--- src/rtl/sap_pkg.sv ---
// Shared SAP definitions: opcodes, control-word bit positions and the
// decoded control words used by the controller/sequencer.
package sap_pkg;

    typedef logic [11:0] con_t;

    localparam int T_STATES = 6;

    localparam logic [3:0] OP_LDA = 4'h0;
    localparam logic [3:0] OP_ADD = 4'h1;
    localparam logic [3:0] OP_SUB = 4'h2;
    localparam logic [3:0] OP_OUT = 4'hE;
    localparam logic [3:0] OP_HLT = 4'hF;

    // Bit positions in the control word; n* signals are active-low.
    localparam int CON_CP  = 11;
    localparam int CON_EP  = 10;
    localparam int CON_NLM = 9;
    localparam int CON_NCE = 8;
    localparam int CON_NLI = 7;
    localparam int CON_NEI = 6;
    localparam int CON_NLA = 5;
    localparam int CON_EA  = 4;
    localparam int CON_SU  = 3;
    localparam int CON_EU  = 2;
    localparam int CON_NLB = 1;
    localparam int CON_NLO = 0;

    localparam con_t CON_NOP    = 12'h3E3;
    localparam con_t CON_T1     = 12'h5E3;
    localparam con_t CON_T2     = 12'hBE3;
    localparam con_t CON_T3     = 12'h263;
    localparam con_t CON_LDA_T4 = 12'h1A3;
    localparam con_t CON_LDA_T5 = 12'h2C3;
    localparam con_t CON_ADD_T4 = 12'h1A3;
    localparam con_t CON_ADD_T5 = 12'h2E1;
    localparam con_t CON_ADD_T6 = 12'h3C7;
    localparam con_t CON_SUB_T6 = 12'h3CF;
    localparam con_t CON_OUT_T4 = 12'h3F2;

    function automatic logic is_defined(input logic [3:0] op);
        return (op == OP_LDA) || (op == OP_ADD) || (op == OP_SUB) ||
               (op == OP_OUT) || (op == OP_HLT);
    endfunction

endpackage

--- src/rtl/ring_counter.sv ---
// One-hot ring counter with enable; any non-one-hot value returns to the
// first state on the next clock regardless of enable.
module ring_counter #(
    parameter int LEN = 6
) (
    input  logic           clock,
    input  logic           reset,
    input  logic           enable,
    output logic [LEN-1:0] state
);

    logic legal;

    always_comb begin
        legal = (state != '0) && ((state & (state - LEN'(1))) == '0);
    end

    // NOTE: sequential state uses non-blocking assignments so every flop samples pre-edge values.
    always_ff @(posedge clock or negedge reset) begin
        if (!reset) begin
            state <= LEN'(1);
        end else if (!legal) begin
            state <= LEN'(1);
        end else if (enable) begin
            state <= {state[LEN-2:0], state[LEN-1]};
        end
    end

endmodule

--- src/rtl/controller_sequencer.sv ---
// SAP control unit: T1..T6 ring plus opcode decode into the 12-bit control
// word; HLT freezes the ring at T5 until reset.
module controller_sequencer
    import sap_pkg::*;
#(
    parameter bit HALT_ON_UNKNOWN = 1'b0
) (
    input  logic        clock,
    input  logic        reset,
    input  logic [3:0]  instruction,
    output logic [11:0] con,
    output logic [5:0]  t_state,
    output logic        halted
);

    localparam logic [5:0] T1 = 6'b000001;
    localparam logic [5:0] T2 = 6'b000010;
    localparam logic [5:0] T3 = 6'b000100;
    localparam logic [5:0] T4 = 6'b001000;
    localparam logic [5:0] T5 = 6'b010000;
    localparam logic [5:0] T6 = 6'b100000;

    logic halt_op;

    always_comb begin
        halt_op = (instruction == OP_HLT) ||
                  (HALT_ON_UNKNOWN && !is_defined(instruction));
    end

    ring_counter #(.LEN(T_STATES)) u_ring (
        .clock  (clock),
        .reset  (reset),
        .enable (!halted),
        .state  (t_state)
    );

    // The ring steps T4->T5 on the same edge that sets halted, so it parks at T5.
    always_ff @(posedge clock or negedge reset) begin
        if (!reset) begin
            halted <= 1'b0;
        end else if (t_state == T4 && halt_op) begin
            halted <= 1'b1;
        end
    end

    // NOTE: con gets a default before the case so no path leaves it unassigned (no latch).
    always_comb begin
        con = CON_NOP;
        if (!halted) begin
            case (t_state)
                T1: con = CON_T1;
                T2: con = CON_T2;
                T3: con = CON_T3;
                T4: begin
                    case (instruction)
                        OP_LDA:  con = CON_LDA_T4;
                        OP_ADD:  con = CON_ADD_T4;
                        OP_SUB:  con = CON_ADD_T4;
                        OP_OUT:  con = CON_OUT_T4;
                        default: con = CON_NOP;
                    endcase
                end
                T5: begin
                    case (instruction)
                        OP_LDA:  con = CON_LDA_T5;
                        OP_ADD:  con = CON_ADD_T5;
                        OP_SUB:  con = CON_ADD_T5;
                        default: con = CON_NOP;
                    endcase
                end
                T6: begin
                    case (instruction)
                        OP_ADD:  con = CON_ADD_T6;
                        OP_SUB:  con = CON_SUB_T6;
                        default: con = CON_NOP;
                    endcase
                end
                default: con = CON_NOP;
            endcase
        end
    end

endmodule

--- config.mk ---
export PLATFORM = sky130hd
export DESIGN_NAME = controller_sequencer
export DESIGN_NICKNAME = d
export VERILOG_FILES = /design/src/rtl/sap_pkg.sv /design/src/rtl/ring_counter.sv /design/src/rtl/controller_sequencer.sv
export SDC_FILE = /design/constraint.sdc
export NUM_CORES = 1
export LEC_CHECK = 0
export BUFFER_PORTS_ARGS = -buffer_cell sky130_fd_sc_hd__buf_4
export CORE_MARGIN = 3
export CORE_UTILIZATION = 40
export CTS_CLUSTER_SIZE = 16
export DETAILED_ROUTE_END_ITERATION = 6
export GPL_TIMING_DRIVEN = 0
export PLACE_DENSITY = 0.69
export SYNTH_ARGS = -nofsm -noshare
export SYNTH_HDL_FRONTEND = slang
export SYNTH_SLANG_ARGS = --single-unit
--- constraint.sdc ---
create_clock -name clock -period 2 [get_ports clock]
set_input_delay 0.2 -clock clock [delete_from_list [all_inputs] [get_ports clock]]
set_output_delay 0.2 -clock clock [all_outputs]
set_load 0.02 [all_outputs]
Yosys cells after proc, flatten, opt, wreduce, memory -nomap -nowiden --
Index checks and enable logic that the tools add are counted.
Storage, ports and cells: memory bits (read-only) 0, memories 0, bits in writable memories 0, input bits 6, output and inout port bits 19, bits in latches 0, bits in registers 7
Cells by class: add/subtract/negate cells 1, multipliers 0, reductions and logical operators 7, div/mod/pow operators 0, eq/ne operators 11, shift operators 0, bitwise operators 1, magnitude comparators 0, muxes and demuxes 7
Operators with widths (count):
- $pmux W12 S6 | 1
- $pmux W10 S2 | 1
- $pmux W9 S2 | 1
- $mux W12 | 1
- $mux W6 | 2
- $pmux W6 S2 | 1
- $eq A4 B4 Y1 const B | 2
- $and A6 B6 Y6 | 1
- $eq A6 B1 Y1 const B | 1
- $eq A6 B2 Y1 const B | 1
- $eq A6 B3 Y1 const B | 1
- $eq A6 B4 Y1 const B | 1
- $eq A6 B5 Y1 const B | 1
- $eq A6 B6 Y1 const B | 1
- $logic_not A6 Y1 | 1
- $reduce_bool A6 Y1 | 1
- $sub A6 B1 Y6 const B | 1
- $eq A4 B1 Y1 const B | 1
- $eq A4 B2 Y1 const B | 1
- $logic_not A4 Y1 | 1
- $reduce_or A3 Y1 | 1
- $logic_and A1 B1 Y1 | 2
- $ne A2 B2 Y1 const B | 1
- $reduce_or A2 Y1 | 1

Logic depth before layout (Yosys ltp) --
Gate-level depths: netlist of run 1.
word-level depth 5, mapped depth 5, mapped depth without buffers 4

Modules after synthesis --
From an unflattened synthesis of run 1, not the netlist that was laid out.
Second synthesis, totals: cells, all modules 79, area, all modules 658.1 um2
Modules (own cells, without submodules):
- ring_counter | times used 1, sequential area each 151.4 um2, cells an instance 44, area an instance 405.4 um2
- controller_sequencer | times used 1, sequential area each 25.0 um2, cells an instance 35, area an instance 252.7 um2

Least setup slack after synthesis of run 1 --
Ideal clock, no wire load.
path kind register to output, start point reg u_ring.state[1], end point out con[6], path buffers 1, data required time 1800 ps, path slack -79 ps, arrival 1879 ps, cell stages (with the launch flop) 6, cell sequence dfrtp_1 -> buf_6 -> or4_4 -> nor3b_2 -> nand2_1 -> or3_1
On the way: cells in the longest elaborated chain, start to end 3
Ends and longest elaborated chain:
- start, declared | line ring_counter.sv:9 | output logic [LEN-1:0] state
- start signal, assigned | line ring_counter.sv:25 | state <= {state[LEN-2:0], state[LEN-1]};
- $eq A6 B6 Y1 (tied with other cells) | line controller_sequencer.sv:50 | case (t_state)
- $pmux W12 S6 * | line controller_sequencer.sv:50
- $mux W12 * | line controller_sequencer.sv:49 | if (!halted) begin
- end, declared | line controller_sequencer.sv:11 | output logic [11:0] con,
Mark *: on every way between the ends. The rest lies on a longest branch, timed or not.

Final worst setup path of run 1 --
Ends and elaborated chain as after synthesis.

==> impl_results.rst, run 1 <==
.. list-table::
   :header-rows: 1

   * - Metric
     - Value
   * - Part of the total power dissipated in the clock network
     - 0.088
   * - Vias per cell
     - 5.74
   * - Clock Skews
     - 9.54 ps
   * - Setup Viol. Count Final
     - 6
   * - Minimum clock period
     - 2260 ps
   * - Post-Syn Area
     - 626 sq um
   * - Achievable clock frequency
     - 443 MHz
   * - Wire length on met1
     - 807 um
   * - Effective utilization at floorplan
     - 0.452
   * - Synth cell types
     - 36
   * - Worst slew slack as a fraction of its limit
     - 0.669
   * - Vias after detailed routing
     - 718
   * - Setup WS post-layout
     - -256 ps
   * - Required time reported for the critical path endpoint
     - 1800 ps
   * - HPWL reported at the end of detailed placement
     - 1.18 mm
   * - Maximum fanout along the worst path
     - 3
   * - Share of total power in combinational logic
     - 0.751
   * - Total congestion overflow
     - 0
   * - Port Buffer Count
     - 24
   * - Violated checks
     - setup timing
   * - Die height
     - 45.5 um
   * - LEAKAGE
     - 0.427 nW
   * - Worst-case vdd ir drop
     - 0.855 mV
   * - Count of max-cap constraint violations
     - 0
   * - Share of synthesized flip-flops with an asynchronous set or reset
     - 1.00
   * - Share of post-route cells with drive strength above 1
     - 0.555
   * - Overall die width
     - 45.5 um
   * - Number of endpoints with negative hold slack in the final report
     - 0
   * - GRT Resource Usage Total
     - 0.186
   * - Result of the run
     - finished with violations
   * - Startpoint class of the critical path
     - register
   * - Number of antenna diodes
     - 0
   * - RSZ-0062 raised after global routing
     - true
   * - Number of slew-limit violations in the final report
     - 0
   * - Clock network latency to the later pin of the worst-skew pair
     - 270 ps
   * - Startpoint of the worst register-to-register path
     - u_ring.state[3]$_DFFE_PN0P_
   * - Count of routing violations after the opening detailed-route iteration
     - 22
   * - Proportion of power drawn by flip-flops and latches
     - 0.161
   * - Arr. time, crit path
     - 2060 ps
   * - Longest Clk Path Bufs
     - 2
   * - Top-area cell type share of the netlist area
     - 0.240
   * - Routed wire length
     - 1.88 mm
   * - Via count of the first global-routing pass
     - 645
   * - Hold path start
     - instruction[0]
   * - Cell internal power dissipation
     - 826 uW
   * - CTS HTree Levels
     - 1
   * - Synthesized flop and latch total
     - 7
   * - Maximum number of pins on one net before global-route repair
     - 11
   * - Synth top area cells
     - dfrtp_1 (24%), mux2i_1 (6.4%), nor3_1 (4.8%)
   * - Number of filler instances in the final layout
     - 112
   * - DRT antenna net count
     - 0
   * - Synth Instances
     - 74
   * - # rows
     - 13
   * - Number of sinks driven by the clock tree
     - 7
   * - Count of yosys warnings during synthesis
     - 0
   * - Number of antenna violations at the first check in global routing
     - 0
   * - Total nets after synthesis
     - 80
   * - Length of routed met3 wiring
     - 124 um
   * - CTS tree
     - done
   * - Length of routed met2 wiring
     - 907 um
   * - Period Utilization, post-route
     - 1.13
   * - Residual DRC
     - 0
   * - Minimum hold slack
     - 172 ps
   * - Wire length of the first global-routing pass
     - 2.84 mm
   * - Placed inst area
     - 831 sq um
   * - Syn_area_per_cell
     - 8.45 sq um
   * - Pwr dens
     - 1580 mW/mm^2
   * - Clock slew seen by the registers of the worst setup and hold paths
     - 60 ps
   * - Overall power
     - 1.58 mW
   * - Number of top-level pins
     - 25
   * - Critical path launch point
     - u_ring.state[1]$_DFFE_PN0P_
   * - Seq/Total Area, Yosys
     - 0.282
   * - Core outline area
     - 0.00138 sq mm
   * - Die area
     - 0.00207 sq mm
   * - Sw power
     - 749 uW
   * - Post-layout nets
     - 117
   * - Crit Path Class
     - register to output pin
   * - Max layer used
     - met4
   * - Cell chosen for the clock root
     - clkbuf_4
   * - Detail-routed net length per standard cell
     - 15.0 um
   * - Biggest area consumer among synthesized cells
     - dfrtp_1
   * - Commonest cells in the synthesized netlist
     - dfrtp_1 (6), nor2_1 (6), nor3_1 (6), a21oi_1 (5), nand2_1 (5)
   * - Final Instance Area
     - 996 sq um
   * - HP Class
     - input port to register
   * - Crit. End Element
     - output pin
   * - Utilization after layout
     - 0.720
   * - Area growth, synth to finish
     - 59.2%
   * - Total CTS buffers
     - 3
   * - Worst-margin pin slew
     - 497 ps
   * - Sw frac
     - 0.476
   * - Synth Flop Type
     - dfrtp_1
   * - Drt first pass iters
     - 4
   * - Post-synth EDFFs
     - 0
   * - DP Worst Slack
     - -148 ps
   * - Routability congestion estimate from global placement
     - 0.799
==> layout make-up <==
class / instances / area [sq um] / share of cell area
tap: 15 / 18.8 / 0.0188
multi-input combinational: 60 / 463 / 0.465
timing repair buffer: 34 / 273 / 0.274
clock inverter: 1 / 5.00 / 0.00503
sequential: 7 / 180 / 0.181
clock buffer: 3 / 22.5 / 0.0226
inverter: 1 / 3.75 / 0.00377
buffer: 4 / 30.0 / 0.0302
==> through the flow <==
stage,setup TNS [ps],instances
floorplan,0,74
global placement,-317,113
detailed placement,-317,113
CTS,-982,121
global route,-1430,125
finish,-932,125
==> metal layers <==
layer,vias up,global-route usage
met5,-,0
met4,0,0.0526
met2,27,0.295
met1,337,0.247
li1,349,-
met3,5,0.0474
==> cell usage in the layout (no fill, tap or decap), drive strengths merged, types with 2 or more instances in the layout <==
cell type,count
o21ai,3
nor2,6
a211oi,2
dfrtp,6
o211ai,2
nand2,5
nand3,2
clkbuf,4
or4,3
or2b,2
mux2i,4
nor3,6
a21o,2
buf,36
xnor2,2
a211o,2
nor2b,3
a21oi,5
==> registers in the layout, summed over array words and instances, names as in the netlist <==
name,cells
u_ring.state,6
halted,1
==> critical path: stages (launching register included) <==
cell and delay [ps]:
dfrtp_2 410, or4_4 530, nor3b_4 230, nand2_1 110, or3_4 380, buf_6 140
==> kinds of logic (layout without fill, tap and decap cells) <==
logic type,count (synthesis),in the layout,synth area share
buf+inv,7,43,0.0800
flops,7,7,0.282
xor+xnor,2,2,0.0280
compound gates,19,19,0.210
mux,5,5,0.0820
simple gates,34,34,0.318
==> worst paths after layout <==
check	to	slack (ps)	depth (start not counted)
max	con[6]	-260	5
max in group asynchronous	u_ring.state[0]$_DFFE_PN1P_	1510	2
min reg2reg	u_ring.state[0]$_DFFE_PN1P_	650	2
min in group asynchronous	u_ring.state[2]$_DFFE_PN0P_	280	2
max reg2reg	u_ring.state[5]$_DFFE_PN0P_	330	5
min	halted$_DFFE_PN0P_	170	2
==> power groups by stage <==
stage               Combinational (mW)  Clock [mW]  Sequential, mW
finish                            1.18       0.138           0.254
global route                      1.27       0.150           0.262
CTS                               1.08       0.137           0.246
detailed placement               0.942           0           0.249
global placement                 0.934           0           0.246
floorplan                        0.603           0           0.303
==> what timing repair did <==
item                                   CTS  global route
gates resized for setup                 11             7
endpoints found under the hold margin    7             0
setup endpoints to repair                8             8
hold buffers                             1             0
setup buffers                            5             4
pin swaps                                4             4
Note: power is estimated with default switching activity, not from simulation.
==> run 2, diff against run 1 <==
Settings changed: CTS_BUF_LIST set to sky130_fd_sc_hd__clkbuf_16.
==> run 2 against run 1 <==
Against the previous run: the run still ends with setup timing left; critical path depth did not move; global-route usage grew 2.2 points; sequential share of layout area shrank 0.16 points; flip-flop and latch count stayed put; clock power rose to 2.5 times the previous value; combinational power decreased by 6%; final cell count is 2.4% lower; maximum frequency is 1.7% higher; worst setup slack better by 39 ps; via count down 0.97%; sequential power about the same; power rose by 8.8%; highest routed layer unchanged.
==> impl_results.rst, run 2 (synthesis gave the netlist of run 1 again) <==
.. list-table::
   :header-rows: 1

   * - Metric
     - Value
   * - Leading registers by flop count
     - u_ring.state x6, halted x1
   * - Number of antenna violations at the first check in global routing
     - 0 (unchanged)
   * - Hold path start
     - instruction[0]
   * - Worst-margin pin slew
     - 499 ps (+1.59 ps)
   * - Effective utilization at floorplan
     - 0.452 (unchanged)
   * - Drt first pass iters
     - 4 (unchanged)
   * - HP Class
     - input port to register
   * - Number of sinks driven by the clock tree
     - 7 (unchanged)
   * - Worst Reg-to-Reg Cells
     - 5 (unchanged)
   * - Part of the total power dissipated in the clock network
     - 0.202 (+0.114)
   * - Maximum number of pins on one net before global-route repair
     - 11 (unchanged)
   * - Die area
     - 0.00207 sq mm (unchanged)
   * - Residual DRC
     - 0 (unchanged)
   * - Period Utilization, post-route
     - 1.11 (-0.0193)
   * - Worst-case register-to-register setup slack
     - 270 ps (-60 ps)
   * - CTS HTree Levels
     - 1 (unchanged)
   * - Cell internal power dissipation
     - 966 uW (+17%)
   * - Sw frac
     - 0.436 (-0.0392)
   * - Share of post-route cells with drive strength above 1
     - 0.505 (-0.0499)
   * - LEAKAGE
     - 0.432 nW (+1.1%)
   * - Post-layout nets
     - 114 (-2.6%)
   * - Clock Skews
     - 3.30 ps (-6.24 ps)
   * - DRT antenna net count
     - 0 (unchanged)
   * - Top register by number of flip-flops
     - u_ring.state
   * - RSZ-0062 raised after global routing
     - true
   * - Proportion of power drawn by flip-flops and latches
     - 0.149 (-0.012)
   * - Number of antenna diodes
     - 0 (unchanged)
   * - Vias per cell
     - 5.83 (+1.5%)
   * - GRT Resource Usage Total
     - 0.208 (+0.0219)
   * - Result of the run
     - finished with violations
   * - Overall die width
     - 45.5 um (unchanged)
   * - Arr. time, crit path
     - 2020 ps (-40 ps)
   * - Violated checks
     - setup timing
   * - Crit. End Element
     - output pin
   * - Detail-routed net length per standard cell
     - 15.7 um (+4.7%)
   * - Worst hold path cell count
     - 2 (unchanged)
   * - Overall power
     - 1.71 mW (+8.8%)
   * - Startpoint of the worst register-to-register path
     - u_ring.state[2]$_DFFE_PN0P_
   * - Endpoint of the worst-slack reg-to-reg timing path
     - u_ring.state[5]$_DFFE_PN0P_
   * - HPWL reported at the end of detailed placement
     - 1.18 mm (unchanged)
   * - Largest register FFs
     - 6 (unchanged)
   * - Achievable clock frequency
     - 451 MHz (+1.7%)
   * - Count of routing violations after the opening detailed-route iteration
     - 10 (-55%)
   * - Clock slew seen by the registers of the worst setup and hold paths
     - 40 ps (-20 ps)
   * - Cell chosen for the clock root
     - clkbuf_16
   * - Startpoint class of the critical path
     - register
   * - Crit Path Class
     - register to output pin
   * - Count of max-cap constraint violations
     - 0 (unchanged)
   * - Wire length of the first global-routing pass
     - 2.95 mm (+3.9%)
   * - Number of endpoints with negative hold slack in the final report
     - 0 (unchanged)
   * - Routability congestion estimate from global placement
     - 0.799 (unchanged)
   * - Minimum hold slack
     - 211 ps (+38.1 ps)
   * - # rows
     - 13 (unchanged)
   * - Pwr dens
     - 1710 mW/mm^2 (+7.9%)
   * - Minimum clock period
     - 2220 ps (-38.7 ps)
   * - Number of top-level pins
     - 25 (unchanged)
   * - Via count of the first global-routing pass
     - 638 (-1.1%)
   * - Longest Clk Path Bufs
     - 2 (unchanged)
   * - Required time reported for the critical path endpoint
     - 1800 ps (about the same)
   * - CTS tree
     - done
   * - Most frequent standard cell in the layout excluding fill and tap cells
     - buf_4
   * - Area growth, synth to finish
     - 60.6%
   * - Share of total power in combinational logic
     - 0.649 (-0.102)
   * - Core outline area
     - 0.00138 sq mm (unchanged)
   * - Number of slew-limit violations in the final report
     - 0 (unchanged)
   * - Clock network latency to the later pin of the worst-skew pair
     - 240 ps (-30 ps)
   * - Maximum fanout along the worst path
     - 6 (+3)
   * - Vias after detailed routing
     - 711 (-0.97%)
   * - Total CTS buffers
     - 3 (unchanged)
   * - Setup Viol. Count Final
     - 5 (-1)
   * - Routed wire length
     - 1.92 mm (+2.2%)
   * - Terminating pin of the worst hold path
     - halted$_DFFE_PN0P_
   * - Sw power
     - 748 uW (-0.11%)
   * - Setup WS post-layout
     - -217 ps (+38.7 ps)
   * - Port Buffer Count
     - 24 (unchanged)
   * - Worst-case vdd ir drop
     - 1.27 mV (+49%)
   * - Total congestion overflow
     - 0 (unchanged)
   * - Top library cells by usage in the layout, fill and taps aside
     - buf_4 (29), nor2_1 (6), nor3_1 (5)
   * - Die height
     - 45.5 um (unchanged)
   * - Worst slew slack as a fraction of its limit
     - 0.668 (-0.00106)
-- run 2: routing by layer --
layer,GRT usage,vias up,wire [um]
met3,0.0830,7,159
met5,0,-,0
met1,0.252,330,789
met4,0.0877,0,46
li1,-,341,-
met2,0.323,33,924
-- run 2: worst max path at each step --
stage               endpoint                        start  depth (start not counted)  slack (ps)
floorplan             con[6]  u_ring.state[1]$_DFFE_PN0P_                          5         0.2
global placement      con[6]  u_ring.state[1]$_DFFE_PN0P_                          6        -150
detailed placement    con[6]  u_ring.state[1]$_DFFE_PN0P_                          6        -150
CTS                   con[6]  u_ring.state[4]$_DFFE_PN0P_                          5        -240
global route          con[6]  u_ring.state[4]$_DFFE_PN0P_                          5        -280
finish                con[6]  u_ring.state[4]$_DFFE_PN0P_                          5        -220
-- run 2: repair_timing --
action / in CTS / in global routing
setup endpoints to repair: 8 / 9
hold buffers: 1 / 0
hold endpoints to repair: 7 / 0
resized for setup: 7 / 7
buffers inserted: 4 / 2
gates cloned: 0 / 0
pin swaps: 2 / 4
-- run 2: area by class of cell --
class | instances | area [sq um]
Timing Repair Buffer | 31 | 246
Clock inverter | 1 | 5.00
Tap cell | 15 | 18.8
Buffer | 4 | 30.0
Inverter | 1 | 3.75
Fill cell | 110 | 378
Multi-Input combinational cell | 60 | 445
Clock buffer | 3 | 75.1
Sequential cell | 7 | 180
-- run 2: metrics by stage --
stage	std cells	worst slack, ps	cell area, sq um	setup TNS, ps	util
after floorplan	74	0.202	632	0	-
after global placement	113	-145	831	-317	0.601
after detailed placement	113	-148	831	-317	0.601
after CTS	120	-240	960	-914	0.694
after global routing	122	-285	1000	-1210	0.727
final	122	-217	1000	-743	0.727
-- run 2: critical path, cell delays in order (launching register included) --
cell	delay, ps
dfrtp_2	430
or4_4	510
nor3b_4	230
nand2_1	100
or3_4	370
buf_6	140
-- run 2: power groups by stage --
stage | combinational (mW) | sequential, mW | clock, mW
3_5_place_dp | 0.942 | 0.249 | 0
5_1_grt | 1.19 | 0.265 | 0.361
3_3_place_gp | 0.934 | 0.246 | 0
2_1_floorplan | 0.603 | 0.303 | 0
6_report | 1.11 | 0.256 | 0.346
4_1_cts | 1.02 | 0.249 | 0.348
==> run 3, diff against run 2 <==
Settings changed: CAP_MARGIN set to 20, CELL_PAD_IN_SITES_DETAIL_PLACEMENT set to 1, CELL_PAD_IN_SITES_GLOBAL_PLACEMENT set to 1, CORE_UTILIZATION 40 to 33, PLACE_DENSITY 0.69 to 0.78.
==> run 3 against run 2 <==
Against the previous run: the run still ends with setup timing left; count of clock-buffer cells in the layout unchanged; non-clock buffer count unchanged; utilization decreased by 13 points; worst setup slack got worse by 7.4 ps; clock skew about the same; clock power decreased by 3%; critical endpoint unchanged; largest power group unchanged; highest routed layer unchanged.
==> impl_results.rst, run 3 (synthesis gave the netlist of run 1 again) <==
.. list-table::
   :header-rows: 1

   * - Metric
     - Value
   * - Number of antenna violations at the first check in global routing
     - 0 (unchanged)
   * - Minimum clock period
     - 2220 ps (+7.38 ps)
   * - Number of top-level pins
     - 25 (unchanged)
   * - HPWL reported at the end of detailed placement
     - 1.41 mm (+19%)
   * - Maximum fanout along the worst path
     - 3 (-3)
   * - Worst-margin pin slew
     - 519 ps (+20.6 ps)
   * - Count of placed standard cells including taps
     - 123 (+8.8%)
   * - Pwr dens
     - 1710 mW/mm^2 (about the same)
   * - Maximum number of pins on one net before global-route repair
     - 11 (unchanged)
   * - Crit. End Element
     - output pin
   * - # rows
     - 15 (+2)
   * - DP Worst Slack
     - -178 ps (-30.2 ps)
   * - Achievable clock frequency
     - 450 MHz (-0.33%)
   * - Total congestion overflow
     - 0 (unchanged)
   * - HP Class
     - input port to register
   * - Clock network latency to the later pin of the worst-skew pair
     - 230 ps (about the same)
   * - Post-layout nets
     - 114 (unchanged)
   * - Met1 GRT Util
     - 0.227 (-0.0246)
   * - Number of slew-limit violations in the final report
     - 0 (unchanged)
   * - Overall die width
     - 49.5 um (+8.8%)
   * - Startpoint class of the critical path
     - register
   * - Most frequent standard cell in the layout excluding fill and tap cells
     - buf_4
   * - Cell chosen for the clock root
     - clkbuf_16
   * - Count of routing violations after the opening detailed-route iteration
     - 14 (+4)
   * - Final standard cell count with taps included and fillers excluded
     - 132 (+8.2%)
   * - Met3 global-route usage
     - 0.0514 (-0.0316)
   * - Effective utilization at floorplan
     - 0.355 (-0.0979)
   * - Die area
     - 0.00245 sq mm (+18%)
   * - DRT antenna net count
     - 0 (unchanged)
   * - Worst slew slack as a fraction of its limit
     - 0.654 (-0.0137)
   * - Arr. time, crit path
     - 2020 ps (about the same)
   * - Setup Viol. Count Final
     - 5 (unchanged)
   * - Global-route layer with the greatest usage
     - met2
   * - Core outline area
     - 0.00176 sq mm (+28%)
   * - Drt first pass iters
     - 4 (unchanged)
   * - Accumulated negative setup slack
     - -731 ps (+11.5 ps)
   * - Clock Skews
     - 3.67 ps (+0.368 ps)
   * - Total CTS buffers
     - 3 (unchanged)
   * - Longest Clk Path Bufs
     - 2 (unchanged)
   * - Vias after detailed routing
     - 705 (-0.84%)
   * - Number of endpoints with negative hold slack in the final report
     - 0 (unchanged)
   * - Setup WS post-layout
     - -225 ps (-7.38 ps)
   * - Share of post-route cells with drive strength above 1
     - 0.542 (+0.0374)
   * - Residual DRC
     - 0 (unchanged)
   * - Count of max-cap constraint violations
     - 0 (unchanged)
   * - Die height
     - 49.5 um (+8.8%)
   * - GRT Resource Usage Total
     - 0.188 (-0.0196)
   * - CTS tree
     - done
   * - Required time reported for the critical path endpoint
     - 1800 ps (about the same)
   * - Wire length of the first global-routing pass
     - 3.57 mm (+21%)
   * - Routability congestion estimate from global placement
     - 0.808 (+1.1%)
   * - Top register by number of flip-flops
     - u_ring.state
   * - CTS HTree Levels
     - 1 (unchanged)
   * - Number of sinks driven by the clock tree
     - 7 (unchanged)
   * - Via count of the first global-routing pass
     - 739 (+16%)
   * - Port Buffer Count
     - 24 (unchanged)
   * - Largest register FFs
     - 6 (unchanged)
   * - M2 GR Usage
     - 0.337 (+0.0139)
   * - Worst-case register-to-register setup slack
     - 300 ps (+30 ps)
   * - Result of the run
     - finished with violations
   * - Crit Path Class
     - register to output pin
   * - Vias per cell
     - 5.34 (-8.4%)
   * - Violated checks
     - setup timing
   * - Detail-routed net length per standard cell
     - 16.1 um (+2.5%)
   * - Area growth, synth to finish
     - 67.2%
   * - RSZ-0062 raised after global routing
     - true
   * - Utilization after layout
     - 0.593 (-0.134)
   * - Clock slew seen by the registers of the worst setup and hold paths
     - 30 ps (about the same)
   * - Routed wire length
     - 2.13 mm (+11%)
   * - Leading registers by flop count
     - u_ring.state x6, halted x1
   * - Number of antenna diodes
     - 0 (unchanged)
   * - Worst-case vdd ir drop
     - 1.05 mV (-18%)
   * - LEAKAGE
     - 0.439 nW (+1.7%)
   * - Period Utilization, post-route
     - 1.11 (+0.00369)
   * - Top library cells by usage in the layout, fill and taps aside
     - buf_4 (27), buf_6 (6), nor2_1 (6)
-- run 3: cell count changes in the layout (fill, tap and decap cells not counted), sizes merged --
cell	change
clkinv	-1
inv	+1
-- run 3: area by class of cell --
cell class	instances	area (sq um)
Inverter	1	3.75
Tap cell	25	31.3
Timing Repair Buffer	31	250
Clock buffer	3	75.1
Sequential cell	7	180
Multi-Input combinational cell	60	468
Buffer	4	33.8
Fill cell	219	718
Clock inverter	1	3.75
-- run 3: metrics by stage --
step | power [mW] | area [sq um] | hold WS [ps]
4_1_cts | 1.69 | 997 | 221
3_3_place_gp | 1.19 | 843 | 18.2
3_5_place_dp | 1.22 | 843 | 20.3
5_1_grt | 1.92 | 1050 | 247
6_report | 1.78 | 1050 | 220
2_1_floorplan | 0.907 | 632 | -95.6
-- run 3: worst max-delay path: stages, from the launching register on --
cell and delay, ps:
dfrtp_2 400, or4_4 540, nor3b_4 240, nand2_1 100
or3_4 370, buf_6 140
-- run 3: final timing paths --
check / from / to / cells past startpoint
min: instruction[0] / halted$_DFFE_PN0P_ / 2
max reg2reg: u_ring.state[2]$_DFFE_PN0P_ / u_ring.state[5]$_DFFE_PN0P_ / 5
max: u_ring.state[4]$_DFFE_PN0P_ / con[6] / 5
min in group asynchronous: reset / u_ring.state[1]$_DFFE_PN0P_ / 2
min reg2reg: u_ring.state[5]$_DFFE_PN0P_ / u_ring.state[0]$_DFFE_PN1P_ / 2
max in group asynchronous: reset / u_ring.state[0]$_DFFE_PN1P_ / 2
-- run 3: where the power goes --
part	internal (mW)	leakage, nW	switching, mW
Clock	0.260	0.0423	0.0764
Combinational	0.534	0.310	0.654
Sequential	0.205	0.0868	0.0535
Total	0.999	0.439	0.784
-- run 3: layer usage --
| metal | wire length (um) | share of wire |
|---|---|---|
| met1 | 916 | 0.43 |
| met2 | 1090 | 0.51 |
| met3 | 108 | 0.051 |
| met4 | 12 | 0.0056 |
| met5 | 0 | 0 |
-- run 3: timing repair --
action,in CTS,in global routing
hold buffers,1,0
pin swaps,3,3
resized for setup,10,12
endpoints found under the setup margin,8,8
endpoints found under the hold margin,7,0
buffers inserted,5,1
